[src/rtl/edulent_pkg.sv]
`default_nettype none
// ============================================================================
//  Module      : edulent_pkg
//  Description : Shared definitions for the transfer datapath: data width,
//                register-transfer command encoding and the memory
//                handshake state encoding.
//  Revision    : 1.0 - initial release
// ============================================================================
package edulent_pkg;

  localparam int DATA_W = 8;

  // Register-transfer commands, one per encoding of the 4-bit command bus.
  typedef enum logic [3:0] {
    CMD_NOP     = 4'h0,  // no operation
    CMD_MA_PC   = 4'h1,  // MA <= PC
    CMD_MEM_RD  = 4'h2,  // start memory read at MA
    CMD_IR_MD   = 4'h3,  // IR <= MD
    CMD_MA_MD   = 4'h4,  // MA <= MD
    CMD_ACC_MD  = 4'h5,  // A/AP <= MD
    CMD_MA_AP   = 4'h6,  // MA <= AP
    CMD_MA_SP   = 4'h7,  // MA <= SP
    CMD_MD_ACC  = 4'h8,  // MD <= A/AP
    CMD_MEM_WR  = 4'h9,  // start memory write of MD at MA
    CMD_ACC_ALU = 4'hA,  // A/AP <= ALU result
    CMD_PC_MD   = 4'hB,  // PC <= MD
    CMD_A_IN    = 4'hC,  // A <= input port
    CMD_OUT_A   = 4'hD,  // output port <= A, strobe valid
    CMD_PC_AP   = 4'hE,  // PC <= AP
    CMD_MD_PC   = 4'hF   // MD <= PC
  } transfer_cmd_t;

  // Memory handshake states.
  typedef enum logic [1:0] {
    MEM_IDLE    = 2'd0,
    MEM_RD_WAIT = 2'd1,
    MEM_WR_WAIT = 2'd2
  } mem_state_t;

endpackage : edulent_pkg
`default_nettype wire

[src/rtl/mem_handshake.sv]
`default_nettype none
// ============================================================================
//  Module      : mem_handshake
//  Description : Req/ack memory sequencer. A start request in IDLE latches
//                the address (and write data) and raises the request until
//                the memory acknowledges. Ack outside a wait state is ignored.
//  Ports       : i_clk, i_rstn      - clock, async active-low reset
//                i_start_rd/_wr     - begin a read / write (sampled in IDLE)
//                i_addr, i_wdata    - address and write data to latch
//                i_ack              - memory completes the request
//                o_req, o_we        - registered request / write-enable
//                o_addr, o_wdata    - latched address / write data
//                o_rd_done          - read acknowledged this cycle
//  Revision    : 1.0 - initial release
// ============================================================================
module mem_handshake #(
  parameter int ADDR_W = 8,
  parameter int DATA_W = 8
) (
  input  logic              i_clk,
  input  logic              i_rstn,
  input  logic              i_start_rd,
  input  logic              i_start_wr,
  input  logic [ADDR_W-1:0] i_addr,
  input  logic [DATA_W-1:0] i_wdata,
  input  logic              i_ack,
  output logic              o_req,
  output logic              o_we,
  output logic [ADDR_W-1:0] o_addr,
  output logic [DATA_W-1:0] o_wdata,
  output logic              o_rd_done
);

  edulent_pkg::mem_state_t state_q;
  logic                    req_q;
  logic                    we_q;
  logic [ADDR_W-1:0]       addr_q;
  logic [DATA_W-1:0]       wdata_q;

  // Outputs are registered alongside the state so they change only on the
  // edges that move the FSM (and on reset).
  always_ff @(posedge i_clk or negedge i_rstn) begin
    if (!i_rstn) begin
      state_q <= edulent_pkg::MEM_IDLE;
      req_q   <= 1'b0;
      we_q    <= 1'b0;
      addr_q  <= '0;
      wdata_q <= '0;
    end else begin
      case (state_q)
        edulent_pkg::MEM_IDLE: begin
          if (i_start_rd) begin
            state_q <= edulent_pkg::MEM_RD_WAIT;
            req_q   <= 1'b1;
            we_q    <= 1'b0;
            addr_q  <= i_addr;
          end else if (i_start_wr) begin
            state_q <= edulent_pkg::MEM_WR_WAIT;
            req_q   <= 1'b1;
            we_q    <= 1'b1;
            addr_q  <= i_addr;
            wdata_q <= i_wdata;
          end
        end
        edulent_pkg::MEM_RD_WAIT,
        edulent_pkg::MEM_WR_WAIT: begin
          if (i_ack) begin
            state_q <= edulent_pkg::MEM_IDLE;
            req_q   <= 1'b0;
            we_q    <= 1'b0;
          end
        end
        default: begin
          state_q <= edulent_pkg::MEM_IDLE;
          req_q   <= 1'b0;
          we_q    <= 1'b0;
        end
      endcase
    end
  end

  assign o_req     = req_q;
  assign o_we      = we_q;
  assign o_addr    = addr_q;
  assign o_wdata   = wdata_q;
  assign o_rd_done = (state_q == edulent_pkg::MEM_RD_WAIT) && i_ack;

endmodule : mem_handshake
`default_nettype wire

[src/rtl/transfer_datapath.sv]
`default_nettype none
// ============================================================================
//  Module      : transfer_datapath
//  Description : Register-transfer datapath (PC, SP, MA, MD, IR, A, AP,
//                output port) driven by a 4-bit command bus, with a
//                req/ack memory interface. Commands and PC/SP updates are
//                accepted only while no memory transaction is in progress.
//  Ports       : i_clk, i_rstn        - clock, async active-low reset
//                i_transfer_cmd       - register-transfer command
//                i_inc_pc, i_inc_dec_sp - PC increment, SP inc (01)/dec (10)
//                i_dst_ap             - A/AP select for commands 5, 8, A
//                i_alu_result, i_in_data - ALU result, input port
//                i_mem_ack, i_mem_rdata  - memory completion, read data
//                o_mem_*              - memory request interface
//                o_opcode, o_a, o_ap  - IR, A, AP
//                o_out, o_out_valid   - output port and update strobe
//                o_busy               - memory transaction in progress
//  Revision    : 1.0 - initial release
// ============================================================================
module transfer_datapath #(
  parameter int                 DATA_W  = 8,
  parameter int                 ADDR_W  = 8,
  parameter logic [ADDR_W-1:0]  PC_INIT = 8'h00,
  parameter logic [ADDR_W-1:0]  SP_INIT = 8'hFF
) (
  input  logic              i_clk,
  input  logic              i_rstn,
  input  logic [3:0]        i_transfer_cmd,
  input  logic              i_inc_pc,
  input  logic [1:0]        i_inc_dec_sp,
  input  logic              i_dst_ap,
  input  logic [DATA_W-1:0] i_alu_result,
  input  logic [DATA_W-1:0] i_in_data,
  input  logic              i_mem_ack,
  input  logic [DATA_W-1:0] i_mem_rdata,
  output logic              o_mem_req,
  output logic              o_mem_we,
  output logic [ADDR_W-1:0] o_mem_addr,
  output logic [DATA_W-1:0] o_mem_wdata,
  output logic [DATA_W-1:0] o_opcode,
  output logic [DATA_W-1:0] o_a,
  output logic [DATA_W-1:0] o_ap,
  output logic [DATA_W-1:0] o_out,
  output logic              o_out_valid,
  output logic              o_busy
);

  import edulent_pkg::*;

  // Transfers between address registers (PC/SP/MA) and data registers
  // (MD/A/AP) are direct copies, so ADDR_W and DATA_W are used equal.
  logic [ADDR_W-1:0] pc_q, pc_d;
  logic [ADDR_W-1:0] sp_q, sp_d;
  logic [ADDR_W-1:0] ma_q, ma_d;
  logic [DATA_W-1:0] md_q, md_d;
  logic [DATA_W-1:0] ir_q, ir_d;
  logic [DATA_W-1:0] a_q, a_d;
  logic [DATA_W-1:0] ap_q, ap_d;
  logic [DATA_W-1:0] out_q, out_d;
  logic              out_valid_q, out_valid_d;

  logic              w_start_rd;
  logic              w_start_wr;
  logic              w_rd_done;
  logic              w_busy;

  mem_handshake #(
    .ADDR_W (ADDR_W),
    .DATA_W (DATA_W)
  ) u_mem_handshake (
    .i_clk      (i_clk),
    .i_rstn     (i_rstn),
    .i_start_rd (w_start_rd),
    .i_start_wr (w_start_wr),
    .i_addr     (ma_q),
    .i_wdata    (md_q),
    .i_ack      (i_mem_ack),
    .o_req      (o_mem_req),
    .o_we       (o_mem_we),
    .o_addr     (o_mem_addr),
    .o_wdata    (o_mem_wdata),
    .o_rd_done  (w_rd_done)
  );

  assign w_busy = o_mem_req;

  // All command reads use the _q values, so a command that reads PC or SP
  // in the same cycle as an increment naturally sees the pre-increment value.
  always_comb begin
    pc_d        = pc_q;
    sp_d        = sp_q;
    ma_d        = ma_q;
    md_d        = md_q;
    ir_d        = ir_q;
    a_d         = a_q;
    ap_d        = ap_q;
    out_d       = out_q;
    out_valid_d = 1'b0;
    w_start_rd  = 1'b0;
    w_start_wr  = 1'b0;

    if (!w_busy) begin
      if (i_inc_pc) begin
        pc_d = pc_q + ADDR_W'(1);
      end
      case (i_inc_dec_sp)
        2'b01:   sp_d = sp_q + ADDR_W'(1);
        2'b10:   sp_d = sp_q - ADDR_W'(1);
        default: sp_d = sp_q;
      endcase

      // PC loads below override the increment applied above.
      case (transfer_cmd_t'(i_transfer_cmd))
        CMD_NOP:     ;
        CMD_MA_PC:   ma_d = pc_q;
        CMD_MEM_RD:  w_start_rd = 1'b1;
        CMD_IR_MD:   ir_d = md_q;
        CMD_MA_MD:   ma_d = md_q;
        CMD_ACC_MD:  if (i_dst_ap) ap_d = md_q; else a_d = md_q;
        CMD_MA_AP:   ma_d = ap_q;
        CMD_MA_SP:   ma_d = sp_q;
        CMD_MD_ACC:  md_d = i_dst_ap ? ap_q : a_q;
        CMD_MEM_WR:  w_start_wr = 1'b1;
        CMD_ACC_ALU: if (i_dst_ap) ap_d = i_alu_result; else a_d = i_alu_result;
        CMD_PC_MD:   pc_d = md_q;
        CMD_A_IN:    a_d = i_in_data;
        CMD_OUT_A: begin
          out_d       = a_q;
          out_valid_d = 1'b1;
        end
        CMD_PC_AP:   pc_d = ap_q;
        CMD_MD_PC:   md_d = pc_q;
        default:     ;
      endcase
    end

    // Read data lands on the ack edge; no command can be accepted then.
    if (w_rd_done) begin
      md_d = i_mem_rdata;
    end
  end

  always_ff @(posedge i_clk or negedge i_rstn) begin
    if (!i_rstn) begin
      pc_q        <= PC_INIT;
      sp_q        <= SP_INIT;
      ma_q        <= '0;
      md_q        <= '0;
      ir_q        <= '0;
      a_q         <= '0;
      ap_q        <= '0;
      out_q       <= '0;
      out_valid_q <= 1'b0;
    end else begin
      pc_q        <= pc_d;
      sp_q        <= sp_d;
      ma_q        <= ma_d;
      md_q        <= md_d;
      ir_q        <= ir_d;
      a_q         <= a_d;
      ap_q        <= ap_d;
      out_q       <= out_d;
      out_valid_q <= out_valid_d;
    end
  end

  assign o_opcode    = ir_q;
  assign o_a         = a_q;
  assign o_ap        = ap_q;
  assign o_out       = out_q;
  assign o_out_valid = out_valid_q;
  assign o_busy      = w_busy;

endmodule : transfer_datapath
`default_nettype wire
[config.mk]
export PLATFORM = sky130hd
export DESIGN_NAME = transfer_datapath
export DESIGN_NICKNAME = d
export VERILOG_FILES = /design/src/rtl/edulent_pkg.sv /design/src/rtl/mem_handshake.sv /design/src/rtl/transfer_datapath.sv
export SDC_FILE = /design/constraint.sdc
export NUM_CORES = 1
export LEC_CHECK = 0
export CAP_MARGIN = 10
export CORE_MARGIN = 2
export CORE_UTILIZATION = 50
export CTS_CLUSTER_DIAMETER = 150
export DETAILED_ROUTE_END_ITERATION = 10
export PLACE_DENSITY = 0.85
export SLEW_MARGIN = 20
export SYNTH_ARGS = -nofsm -noshare
export SYNTH_HDL_FRONTEND = slang
export SYNTH_SLANG_ARGS = --single-unit
export TNS_END_PERCENT = 1
[constraint.sdc]
create_clock -name i_clk -period 3.6 [get_ports i_clk]
set_input_delay 0.72 -clock i_clk [delete_from_list [all_inputs] [get_ports i_clk]]
set_output_delay 0.72 -clock i_clk [all_outputs]
set_load 0.005 [all_outputs]
=== Word level (Yosys, flattened, before mapping) ===
Cells that the tools add are included.

* Reduce and logical (&&, ||, !) cells: 21
* Add/sub/neg operators: 3
* Multiplexer cells: 32
* Bitwise gates (word level): 2
* Eq/ne operators: 26

{| class="wikitable"
|+ Operators by type and width
! operator !! number
|-
| 8-bit two-way mux || 10
|-
| 8-bit case mux with 2 select lines || 4
|-
| 4-bit == test (second input constant) || 8
|-
| 8-bit case mux with 4 select lines || 1
|-
| 8-bit case mux with 3 select lines || 1
|-
| 8-bit by 1-bit adder with 8-bit output (second input constant) || 2
|-
| 4-bit by 3-bit == test with 1-bit output (second input constant) || 4
|-
| 2-bit AND reduction || 8
|-
| 1-bit two-way mux || 10
|-
| 2-bit inequality test (second input constant) || 5
|-
| 3-bit nonzero test || 3
|-
| 4-bit by 2-bit == test with 1-bit output (second input constant) || 2
|-
| 4-bit AND reduction || 2
|-
| 8-bit by 1-bit subtractor with 8-bit output (second input constant) || 1
|-
| 2-bit two-way mux || 3
|-
| 2-bit nonzero test || 3
|-
| 2-bit by 1-bit == test with 1-bit output (second input constant) || 2
|-
| 2-bit == test (second input constant) || 2
|-
| 4-bit by 1-bit == test with 1-bit output (second input constant) || 1
|-
| 1-bit case mux with 2 select lines || 2
|-
| 2-bit case mux with 2 select lines || 1
|-
| 4-bit nonzero test || 1
|-
| 3-bit by 1-bit inequality test with 1-bit output (second input constant) || 1
|-
| 3-bit AND reduction || 1
|-
| 5 further kinds || 6
|}

* Bits of input ports: 35
* Register bits: 85

=== Logic depth before layout (Yosys ltp) ===
* Word-level depth: 6
* Mapped depth: 11

=== Cells and area by module ===
Synthesis repeated with hierarchy kept, for this count alone.

* Cells, all modules: 465
* Area, all modules: 4812.1 um^2

{| class="wikitable"
|+ By module, submodules not included
! module !! cells an instance !! area each (um^2) !! sequential area each (um^2) !! times used
|-
| transfer_datapath || 411 || 4018.9 || 1636.6 || 1
|-
| mem_handshake || 54 || 793.3 || 475.5 || 1
|}

=== Worst setup path after synthesis ===
Ideal clock, no wire load.

* Kind: input to register
* Start point: in i_inc_dec_sp[0]
* End point: reg sp_q[6]
* Arrival: 2.591 ns
* Stages: 11
* Required time: 3.525 ns
* Path buffers: 2
* Library setup time: 0.075 ns
* Slack: 0.934 ns
* Path through: inv_1 ha_1 buf_2 buf_1 xor2_1 ha_1 a21boi_0 o22a_1 a21oi_1 o31ai_1 xnor2_1

* Longest elaborated chain between the ends: 3

{| class="wikitable"
|+ Ends and longest elaborated chain
! what !! RTL line !! text
|-
| from (decl) || transfer_datapath.sv:30 || <nowiki>input logic [1:0] i_inc_dec_sp,</nowiki>
|-
| 2-bit == test / 2-bit by 1-bit == test with 1-bit output (equally long branches) || transfer_datapath.sv:106 || <nowiki>case (i_inc_dec_sp)</nowiki>
|-
| 2-bit nonzero test (no line) || -- ||
|-
| 2-bit AND reduction (no line) || -- ||
|-
| to (signal assigned) || transfer_datapath.sv:156 || <nowiki>sp_q <= sp_d;</nowiki>
|-
| to (decl) || transfer_datapath.sv:53 || <nowiki>logic [ADDR_W-1:0] sp_q, sp_d;</nowiki>
|}

Several ways; a longest one is shown, not always the timed one.
A chain may end at the register's enable or synchronous reset.

=== Worst setup path after layout ===
* Start point: in i_transfer_cmd[0]
* End point: reg pc_q[1]

* Longest elaborated chain between the ends: 3

{| class="wikitable"
|+ Ends and longest elaborated chain
! what !! RTL line !! text
|-
| from (decl) || transfer_datapath.sv:28 || <nowiki>input logic [3:0] i_transfer_cmd,</nowiki>
|-
| 4-bit == test || transfer_datapath.sv:113 || <nowiki>case (transfer_cmd_t'(i_transfer_cmd))</nowiki>
|-
| 3-bit nonzero test (no line) || -- ||
|-
| 2-bit AND reduction (no line) || -- ||
|-
| to (signal assigned) || transfer_datapath.sv:155 || <nowiki>pc_q <= pc_d;</nowiki>
|-
| to (decl) || transfer_datapath.sv:52 || <nowiki>logic [ADDR_W-1:0] pc_q, pc_d;</nowiki>
|}

Several ways; a longest one is shown, not always the timed one.

==> results.cfg <==
[run_status]
status = finished clean

[die]
start_util_pct = 51.6
die-height_um = 102
core_mm2 = 0.00924
die_w_um = 102
num_rows = 35
die_area_mm2 = 0.0103
ios = 87

[final_layout]
final_cell_area_mm2 = 0.00588
postLayoutCoreUtil_pct = 63.7
diodes = 0
area_delta_synth_final_pct = 23.5
fin_nets = 588
n_fill_cell = 759
final_cell_mix = 85 x clkdlybuf4s50_1, 76 x dfrtp_1, 42 x nand2_1
drive_gt1_share_pct = 12.3
layout_commonest_cell = clkdlybuf4s50_1

[clock_tree]
clockRootBuffer = clkbuf_8
worstSkewPairLatency_ns = 0.37
cts_buffer_depth = 2
tritoncts = yes
htreeDepth = 3
clk_pin_slew_ns = 0.09
post_cts_buffers = 0
cts_resized = 0
cts_made_buffers = 9
postCtsHoldBufs = 0
cts.sinks = 84

[critical_path]
start_kind = input port
cp_max_fo = 16
end_kind = flop
cp.required_ns = 3.86
crit_type = in -> reg
cp.arrival_ns = 3.01

[sta]
worst_pin_slew_ns = 0.747
setup_tns_ns = 0
worst_slew_margin_rel_pct = 50.2
max_freq_ghz = 0.364
hold_viol_final = 0
slew_violations = 0
period_needed_ns = 2.75
timing.final.crit_share_pct = 76.3
rsz0062_at_grt = false
clock_skew_ns = 0.0148
finalSetupViolCount = 0

[power_and_ir_drop]
clkPwrFrac_pct = 16.1
total_leakage_power_uw = 0.00247
p_sw_share_pct = 36.7
peakVddDrop_mv = 0.471
p_per_area_mw_per_mm2 = 726
power_uw = 4270
seqPwrFrac_pct = 45.8
pwr-share-comb_pct = 38.1
internal_power_uw = 2700
power.switching_uw = 1570

[grt]
grt_max_degree = 85
grt.overflow.total = 0
grt_pass1_wl_mm = 20.6
grt_usage_pct = 25.9
antenna_found_initial = 0
grt_pass1_vias = 4061

[synth]
synth-edff-count = 0
yosys_register_bits = 84
async_flop_share_pct = 100
synth_fp_nets = 518
netlist_instances = 477
yosys.area.top_type = dfrtp_1
ys.flop_type = dfrtp_1
yosys-top-cells-area = dfrtp_1 40%, mux2_2 5.9%, mux2_1 5.7%
synth_top_cell_area_share_pct = 39.9
netlist_area_mm2 = 0.00476
synth_warnings = 0
seq_area_frac_synth_pct = 44.3
yosys.cell_types.count = 61
avgSynthCellArea_um2 = 9.99

[flow_run]
cap_viol_max_count = 0

[route]
detail-route-antenna-nets = 0
routed_wl_mm = 12.7
vias = 4037
drt-wirelength-per-cell_um = 18.7
drc = 0
viasPerCell = 5.93
drtIter0Drc = 296
first_pass_iters = 5

[placement]
place_congestion = 0.886
portBuffers = 86
dpl.hpwl_mm = 9.05
postPlaceCellArea_mm2 = 0.00568

[worst_hold_path]
hold_path_class = in -> async
-- per-stage QoR --
step	setup WS [ns]	hold slack, ns	instances
after global placement	0.619	0.463	665
final	0.852	0.405	681
after detailed placement	0.525	0.475	665
after floorplan	0.934	0.424	477
after global routing	0.766	0.463	681
after CTS	0.914	0.493	681
-- synth_stat cells (13+ instances only) --
cell type	instances
mux2_1	24
a21oi_1	31
buf_2	17
dfrtp_1	76
nor2_1	24
o22ai_1	15
o21ai_1	25
and2_1	13
nand2_1	42
mux2_2	25
inv_1	15
-- per-layer routing --
metal  wire [µm]  vias to the layer above  track usage [%]
met4         380                        0             11.2
met3         952                       35             4.76
met2        6010                      199             43.0
met5           0                        -                0
li1            -                     1863                -
met1        5370                     1940             33.2
-- worst paths after layout --
path	start	endpoint	slack, ns	cells after the start
setup reg to reg	sp_q[1]	sp_q[6]	1.46	7
min in group i_clk	u_mem_handshake.o_wdata[0]	u_mem_handshake.o_wdata[0]	0.49	1
hold reg to reg	u_mem_handshake.o_wdata[0]	u_mem_handshake.o_wdata[0]	0.49	1
setup / recovery	i_transfer_cmd[0]	pc_q[1]	0.85	5
max in group asynchronous	i_rstn	pc_q[5]	2.70	1
hold / removal	i_rstn	pc_q[2]	0.40	1
-- cell families after synthesis --
family,after synthesis,share of synthesized area (%)
xor gates and xnor gates,11,2.02
DFF,84,44.3
muxes,61,14.2
and+or+nand+nor,123,13.8
adders and majority gates,6,1.58
AOI/OAI and AO/OA,142,19.5
buffers and inverters,50,4.62
-- critical path, stage by stage --
cell and delay (ns):
clkdlybuf4s50_1 0.88, nor2b_1 0.46, o21a_2 0.27, o21ba_1 0.33
mux2_4 0.33
-- sequential cells by signal, indices dropped and copies added (netlist names) --
name	cells
o_opcode	8
u_mem_handshake.o_req	1
u_mem_handshake.o_addr	8
o_out_valid	1
u_mem_handshake.state_q	2
pc_q	8
u_mem_handshake.o_wdata	8
sp_q	8
md_q	8
o_ap	8
o_a	8
ma_q	8
o_out	8
-- power by group through the flow --
stage | logic, µW | registers [µW] | clock network (µW)
2_1_floorplan | 985 | 1680 | 0
3_3_place_gp | 1570 | 1940 | 0
3_5_place_dp | 1620 | 1960 | 0
4_1_cts | 1630 | 1940 | 698
5_1_grt | 1780 | 2010 | 739
6_report | 1630 | 1960 | 689
-- layout make-up --
type	instances	area, µm²	area share, %
Clock buffer	10	128	2.17
Sequential cell	84	2110	35.9
Timing Repair Buffer	94	922	15.7
Clock inverter	6	71.3	1.21
Inverter	15	56.3	0.957
Multi-Input combinational cell	343	2430	41.3
Tap cell	129	161	2.74
Note: power is estimated with default switching activity, not from simulation.
